**src/rtl/rand_instr_gen.sv**
```systemverilog
// Random RV32I instruction generator driven by a 32-bit Galois LFSR.
// Warmup NOPs, then class-filtered ALU/load/store words on a valid/ready port.
module rand_instr_gen #(
    parameter logic [31:0] SEED      = 32'h0000_0339,
    parameter int          REG_BITS  = 5,
    parameter logic [3:0]  CLASS_EN  = 4'b0111,
    parameter int          WARMUP    = 4,
    parameter int          NUM_INSTR = 0
) (
    input  logic        clk,
    input  logic        reset,
    input  logic        en,
    output logic        out_valid,
    input  logic        out_ready,
    output logic [31:0] out_instr,
    output logic [1:0]  out_class,
    output logic [15:0] issued_cnt,
    output logic        done
);

    localparam logic [31:0] NOP      = 32'h0000_0013;
    localparam logic [31:0] TAPS     = 32'h8020_0003;
    localparam logic [31:0] SEED_EFF = (SEED == 32'd0) ? 32'd1 : SEED;
    localparam logic [4:0]  REG_MASK = 5'((32'd1 << REG_BITS) - 32'd1);
    localparam logic [15:0] WARM_N   = 16'(WARMUP);
    localparam logic [15:0] NUM_N    = 16'(NUM_INSTR);

    typedef enum logic [1:0] {WARM, RUN, DONE} state_t;

    localparam state_t START = (WARMUP == 0) ? RUN : WARM;

    state_t      state, state_n;
    logic [31:0] lfsr, lfsr_n;
    logic [15:0] warm_cnt, warm_n;
    logic [15:0] cnt, cnt_n;
    logic        valid, valid_n;

    logic [1:0]  cls, sel, idx;
    logic [2:0]  f3;
    logic [4:0]  rd, rs1, rs2;
    logic [11:0] imm, imm_i;
    logic [6:0]  f7;
    logic        found;
    logic [31:0] rand_instr;
    logic [1:0]  rand_cls;
    logic        accept;

    assign cls = lfsr[1:0];
    assign f3  = lfsr[4:2];
    assign rd  = lfsr[9:5] & REG_MASK;
    assign rs1 = lfsr[14:10] & REG_MASK;
    assign rs2 = lfsr[19:15] & REG_MASK;
    assign imm = lfsr[31:20];

    // First enabled class at or above cls, wrapping past 3 back to 0
    always_comb begin
        sel   = cls;
        found = 1'b0;
        idx   = cls;
        for (int k = 0; k < 4; k++) begin
            idx = cls + 2'(k);
            if (!found && CLASS_EN[idx]) begin
                sel   = idx;
                found = 1'b1;
            end
        end
    end

    always_comb begin
        rand_instr = NOP;
        rand_cls   = 2'd0;
        imm_i      = imm;
        f7         = 7'd0;
        if (f3 == 3'd1) imm_i = imm & 12'h01F;
        if (f3 == 3'd5) imm_i = imm & 12'h41F;
        if (f3 == 3'd0 || f3 == 3'd5) f7 = {1'b0, imm[10], 5'd0};
        if (found) begin
            rand_cls = sel;
            case (sel)
                2'd0: rand_instr = {imm_i, rs1, f3, rd, 7'b0010011};
                2'd1: rand_instr = {imm, rs1, f3 & 3'b100, rd, 7'b0000011};
                2'd2: rand_instr = {imm[11:5], rs2, rs1, 3'b000,
                                    imm[4:0], 7'b0100011};
                default: rand_instr = {f7, rs2, rs1, f3, rd, 7'b0110011};
            endcase
        end
    end

    assign accept = valid && out_ready;

    always_comb begin
        state_n = state;
        lfsr_n  = lfsr;
        warm_n  = warm_cnt;
        cnt_n   = cnt;
        valid_n = valid;
        case (state)
            WARM: if (accept) begin
                warm_n = warm_cnt + 16'd1;
                if (warm_n == WARM_N) state_n = RUN;
            end
            RUN: if (accept) begin
                lfsr_n = lfsr[0] ? ((lfsr >> 1) ^ TAPS) : (lfsr >> 1);
                if (cnt != 16'hFFFF) cnt_n = cnt + 16'd1;
                if (NUM_N != 16'd0 && cnt + 16'd1 == NUM_N) state_n = DONE;
            end
            DONE: state_n = DONE;
            default: state_n = START;
        endcase
        // en only matters once nothing is waiting to be taken
        if (!(valid && !out_ready))
            valid_n = en && (state_n != DONE);
    end

    always_ff @(posedge clk) begin
        if (reset) begin
            state    <= START;
            lfsr     <= SEED_EFF;
            warm_cnt <= 16'd0;
            cnt      <= 16'd0;
            valid    <= 1'b0;
        end else begin
            state    <= state_n;
            lfsr     <= lfsr_n;
            warm_cnt <= warm_n;
            cnt      <= cnt_n;
            valid    <= valid_n;
        end
    end

    assign out_valid  = valid;
    assign out_instr  = (valid && state == RUN) ? rand_instr : NOP;
    assign out_class  = (valid && state == RUN) ? rand_cls : 2'd0;
    assign issued_cnt = cnt;
    assign done       = (state == DONE);

endmodule

```
**config.mk**
```make
export PLATFORM = sky130hd
export DESIGN_NAME = rand_instr_gen
export DESIGN_NICKNAME = d
export VERILOG_FILES = /design/src/rtl/rand_instr_gen.sv
export SDC_FILE = /design/constraint.sdc
export NUM_CORES = 1
export LEC_CHECK = 0
export ABC_AREA = 0
export BUFFER_PORTS_ARGS = -buffer_cell sky130_fd_sc_hd__buf_2
export CORE_ASPECT_RATIO = 0.7
export CORE_UTILIZATION = 40
export DETAILED_ROUTE_END_ITERATION = 10
export HOLD_SLACK_MARGIN = 0.08
export PLACE_DENSITY = 0.65
export REMOVE_ABC_BUFFERS = 1
export SLEW_MARGIN = 20
export SYNTH_ARGS = -nofsm -noshare
export SYNTH_HDL_FRONTEND = slang
export SYNTH_SLANG_ARGS = --single-unit
```
**constraint.sdc**
```tcl
create_clock -name clk -period 4.8 [get_ports clk]
set_clock_uncertainty 0.2 [all_clocks]
set_input_delay 1.44 -clock clk [delete_from_list [all_inputs] [get_ports clk]]
set_output_delay 1.44 -clock clk [all_outputs]
set_load 0.02 [all_outputs]
```
== Yosys cells after proc, flatten, opt, wreduce, memory -nomap -nowiden ==
Index checks and enable logic that the tools add are counted.
Word-level totals
  bits in registers: 67
  bits of input ports: 4
  output and inout port bits: 52
  logic and storage cells: 69
Cells by class
  add/sub/neg operators: 5
  magnitude comparators: 4
  equality and inequality tests: 9
  muxes and demuxes: 27
  bitwise operators: 1
  reductions and logical operators: 18
Operators with widths (number)
  2-to-1 mux 32 bit: 3
  case mux 32 bit (3 select lines): 1
  adder 16 x 1 -> 16 bit (second input constant): 2
  2-to-1 mux 12 bit: 2
  equality test 16 x 3 -> 1 bit (second input constant): 1
  inequality test 16 bit (second input constant): 1
  2-to-1 mux 2 bit: 7
  < comparator 2 x 3 -> 1 bit (second input constant): 4
  binary-select mux 1 bit (select 2 bit): 4
  2-to-1 mux 1 bit: 8
  logical AND 1 bit: 7
  2-to-1 mux 6 bit: 1
  case mux 2 bit (3 select lines): 1
  adder 2 bit (second input constant): 2
  equality test 2 x 1 -> 1 bit (second input constant): 2
  equality test 2 bit (second input constant): 2
  zero test 1 bit: 4
  zero test 2 bit: 2
  NOT 3 -> 4 bit: 1
  AND reduction 2 bit: 2
  equality test 3 x 1 -> 1 bit (second input constant): 1
  equality test 3 bit (second input constant): 1
  zero test 3 bit: 1
  AND reduction 3 bit: 1
  3 further kinds: 3

== Logic depth before layout (Yosys ltp) ==
  depth after elaboration: 16
  depth in mapped cells: 6
  depth with buffers taken out: 6

== Least setup slack after synthesis ==
No wires, ideal clock.
  kind: reg-to-output
  from: register lfsr[0]
  to: output out_instr[10]
  arrival: 1.804 ns
  setup slack: 1.356 ns
  stages on the path, launching flop included: 6
  path buffers: 0
  cell sequence: dfxtp_1 inv_1 ha_1 nor2b_1 a211oi_1 a22o_1
Between the ends
  longest elaborated chain between the ends: 16
  elaborated cells on any way between the ends: 30
  classes of those cells: add/sub (3); eq/ne (2); mux (18); reduce/logical (7)
Ends and longest elaborated chain
  from (decl): RTL line 33  | logic [31:0] lfsr, lfsr_n;
  from (signal assigned): RTL line 124  | lfsr <= lfsr_n;
  branches (longest 14 deep; another with adder 2 x 1 -> 2 bit)
  2-to-1 mux 32 bit (*): RTL line 77  | if (found) begin
  2-to-1 mux 32 bit (*): RTL line 132  | assign out_instr = (valid && state == RUN) ? rand_instr : NOP;
  to (decl): RTL line 15  | output logic [31:0] out_instr,
Mark *: on every way between the ends. The select of a mux whose other input is x is not followed.

== Final worst setup path ==
  from: register lfsr[0]
  to: output out_instr[11]
Same word-level chain as after synthesis.

==> impl_metrics.csv <==
group,metric,value,unit
power,power.density,318.5,nW/um^2
drt,m1WireLength,3.893,mm
clock_tree,cts_buffer_depth,2,
synth,netlist_instances,398,
cells_and_area,diodes,0,
setup_path,critPathKind,"register to primary output",
timing,slew_viol_final,0,
setup_path,worst-r2r-setup-slack,2390,ps
setup_path,crit_start,"lfsr[0]",
floorplan,ios,56,
cells_and_area,drive_above_1_share,16.82,%
clock_tree,cts_buffers,9,
drt,dr.first_iter.drc_count,111,
cells_and_area,stdcell_count,547,
synth,yosysMostFrequentCell,"nand2_1",
synth,ys_top_cells_by_count,"nand2_1 (75), dfxtp_1 (67), nor2_1 (39)",
timing,tightest_slew,856.4,ps
drt,wl_per_cell,13.63,microns
setup_path,path_depth,6,
clock_tree,cts_sinks,67,
clock_tree,post-cts-setup-buffer-count,0,
setup_path,crit_buf_inv,2,
synth,synth_largest_area_cell,"dfxtp_1",
min_path,hold_class,"register to register",
synth,synth_compound_area_share,12.78,%
timing,rsz0062_at_grt,"no",
synth,ys.flop_type,"dfxtp_1",
drt,routed_via_density,5.280,
drt,num_vias,2888,
drt,drtPass1Iterations,4,
outcome,status,"complete, no violations",
drt,top_layer,"met4",
timing,max_freq,0.2370,GHz
cells_and_area,area_delta_synth_final,17.86,%
drt,drc_errors,0,
timing,hold_violations,0,
clock_tree,cts_tree,"yes",
timing,relSlewSlack,42.61,%
placement,dp.cells,531,
synth,synth_area,3279,sq um
floorplan,die_h,77.76,microns
floorplan,die_w,110.2,microns
placement,port_buffers,50,
setup_path,arrival,2580,ps
synth,synthAdderAreaFrac,2.289,%
synth,yosys.cell_types.count,49,
global_routing,grt_pass1_vias,2546,
synth,synth-seq-cells,67,
synth,yosysTopAreaCellShare,40.90,%
flow_run,maxCapViolCount,0,
synth,synthMuxAreaShare,0.3052,%
clock_tree,htree_levels,3,
synth,avgSynthCellArea,8.240,sq um
power,leakage,1.519,nW
floorplan,dieArea,8570,sq um
setup_path,reg2reg_depth,4,
setup_path,worstSetupStartpointType,"register",
setup_path,crit_required,3160,ps
clock_tree,cts_root_buf,"clkbuf_16",
synth,synth-simple-area-share,31.63,%
cells_and_area,final_nets,451,
power,max-vdd-ir-drop,0.1767,mV
setup_path,path_cells,"inv_1 -> ha_1 -> nor2b_1 -> a211oi_1 -> a22o_1 -> buf_2",
global_routing,grt-ovfl-total,0,
synth,ys_warn_count,0,
timing,setup_tns,0,ps
drt,wl_met2,3.047,mm
synth,synth_area_leaders,"dfxtp_1 (41%), nand2_1 (8.6%), a21oi_1 (5.2%)",
placement,globalplace.congestion,0.8266,
placement,hpwl,5.040,mm
setup_path,critPathSlowestCell,"a211oi_1",
global_routing,grt_util_all_layers,18.96,%
synth,synthArstFlopShare,0,%
setup_path,crit_path_max_incr_delay,680,ps
drt,drtAntennaViolNets,0,
timing,fin_crit,4220,ps
timing,setup-violations-final,0,
drt,wirelength,7.457,mm
setup_path,crit_path_end,"out_instr[11]",
clock_tree,cts_hold_buf,0,
setup_path,critical_path.endpoint_type,"primary output",
floorplan,fp-row-count,27,
floorplan,core-area,7905,sq um
clock_tree,clkTransAtPathRegs,50,ps
setup_path,crit_fanout,6,
setup_path,critPathTopFamily,"compound AO/OA/AOI/OAI gates",
synth,synth_xor_area_share,7.745,%
global_routing,grt_pass1_wl,12.56,mm
global_routing,antenna_found_initial,0,
setup_path,regToRegEndpoint,"issued_cnt[1]",
global_routing,grt_start_max_net_pins,68,
timing,fin_crit_sh,87.91,%
clock_tree,cts_resized,0,
synth,synth-edff-count,0,
synth,ys_seq_area_share,40.90,%
clock_tree,insertion_delay,330,ps
drt,dr_wl_met3,465,microns
synth,synth_top_family_by_area,"simple AND/OR/NAND/NOR gates",
floorplan,initial_core_util,41.48,%
setup_path,timing.rr.start,"out_valid",
==> state kept, by name, indices dropped and copies added, names as in the netlist <==
register    cells
state           2
out_valid       1
warm_cnt       16
lfsr           32
issued_cnt     16
==> metrics by stage <==
step                      area (sq um)  total power, mW  util [%]  hold WS (ps)  worst slack, ps
after floorplan                   3171           0.5809         -         234.5             1175
after global placement            3570           0.5941     45.16         249.4             1042
after detailed placement          3570           0.5942     45.16         254.7            932.8
after CTS                         3865            1.244     48.89         262.1            551.4
after global routing              3865            1.270     48.89         269.1            406.8
final                             3865            1.231     48.89         260.2            580.4
==> power breakdown <==
part	internal, mW	switching [mW]	total (mW)
combinational	0.00516	0.0167	0.0219
clock	0.413	0.236	0.649
sequential	0.558	0.00236	0.560
total	0.976	0.255	1.23
==> layer usage <==
metal	track usage, %	vias up
li1	-	1461
met1	27.75	1354
met2	26.31	66
met3	6.639	7
met4	4.342	0
met5	0	-
==> layout make-up <==
class                           count  area (sq um)
Timing Repair Buffer               53         272.8
Inverter                            4         15.01
Clock buffer                       11         242.7
Sequential cell                    67          1341
Fill cell                         789          4040
Tap cell                          101         126.4
Clock inverter                      5         52.55
Multi-Input combinational cell    306          1814
==> worst min path at each step <==
| stage | slack, ps | cells past startpoint | start | to |
|---|---|---|---|---|
| 2_1_floorplan | 230 | 2 | lfsr[11] | lfsr[10] |
| 3_3_place_gp | 250 | 2 | lfsr[13] | lfsr[12] |
| 3_5_place_dp | 250 | 2 | lfsr[12] | lfsr[11] |
| 4_1_cts | 260 | 2 | lfsr[12] | lfsr[11] |
| 5_1_grt | 270 | 2 | lfsr[12] | lfsr[11] |
| 6_report | 260 | 2 | lfsr[12] | lfsr[11] |
==> kinds of logic (layout without fill, tap and decap cells) <==
group / after synthesis / after routing
simple gates: 201 / 201
other cells: 2 / 5
buf+inv: 28 / 73
mux: 1 / 1
xor+xnor: 29 / 29
fa+ha+maj: 6 / 6
flops: 67 / 67
compound gates: 64 / 64
==> worst register-to-register path: stages (launching register included) <==
cell and delay (ps):
dfxtp_1 470, nand4b_1 730, a21oi_1 610, mux2i_1 230, nor2_1 50
==> cells in the final DEF (no fill, tap or decap), types with 2 or more instances in the layout <==
| cell type | synthesis | final |
|---|---|---|
| a211o_1 | 3 | 3 |
| a211oi_1 | 6 | 6 |
| a21oi_1 | 34 | 34 |
| a22o_1 | 10 | 10 |
| and2_1 | 17 | 17 |
| and3_1 | 4 | 4 |
| and4_1 | 3 | 3 |
| buf_2 | 3 | 50 |
| buf_4 | 7 | 3 |
| clkbuf_16 | 0 | 9 |
| clkinv_2 | 0 | 3 |
| conb_1 | 2 | 5 |
| dfxtp_1 | 67 | 67 |
| ha_1 | 6 | 6 |
| inv_1 | 4 | 4 |
| nand2_1 | 75 | 75 |
| nand3_1 | 9 | 9 |
| nand3b_1 | 4 | 4 |
| nand4_1 | 10 | 10 |
| nor2_1 | 39 | 39 |
| nor2b_1 | 5 | 5 |
| nor3_1 | 7 | 7 |
| nor3b_1 | 3 | 3 |
| nor4_1 | 4 | 4 |
| nor4b_1 | 3 | 3 |
| o21ai_0 | 2 | 2 |
| or3_1 | 5 | 5 |
| or4_1 | 3 | 3 |
| xnor2_1 | 18 | 18 |
| xor2_1 | 11 | 11 |
Note: power is estimated with default switching activity, not from simulation.
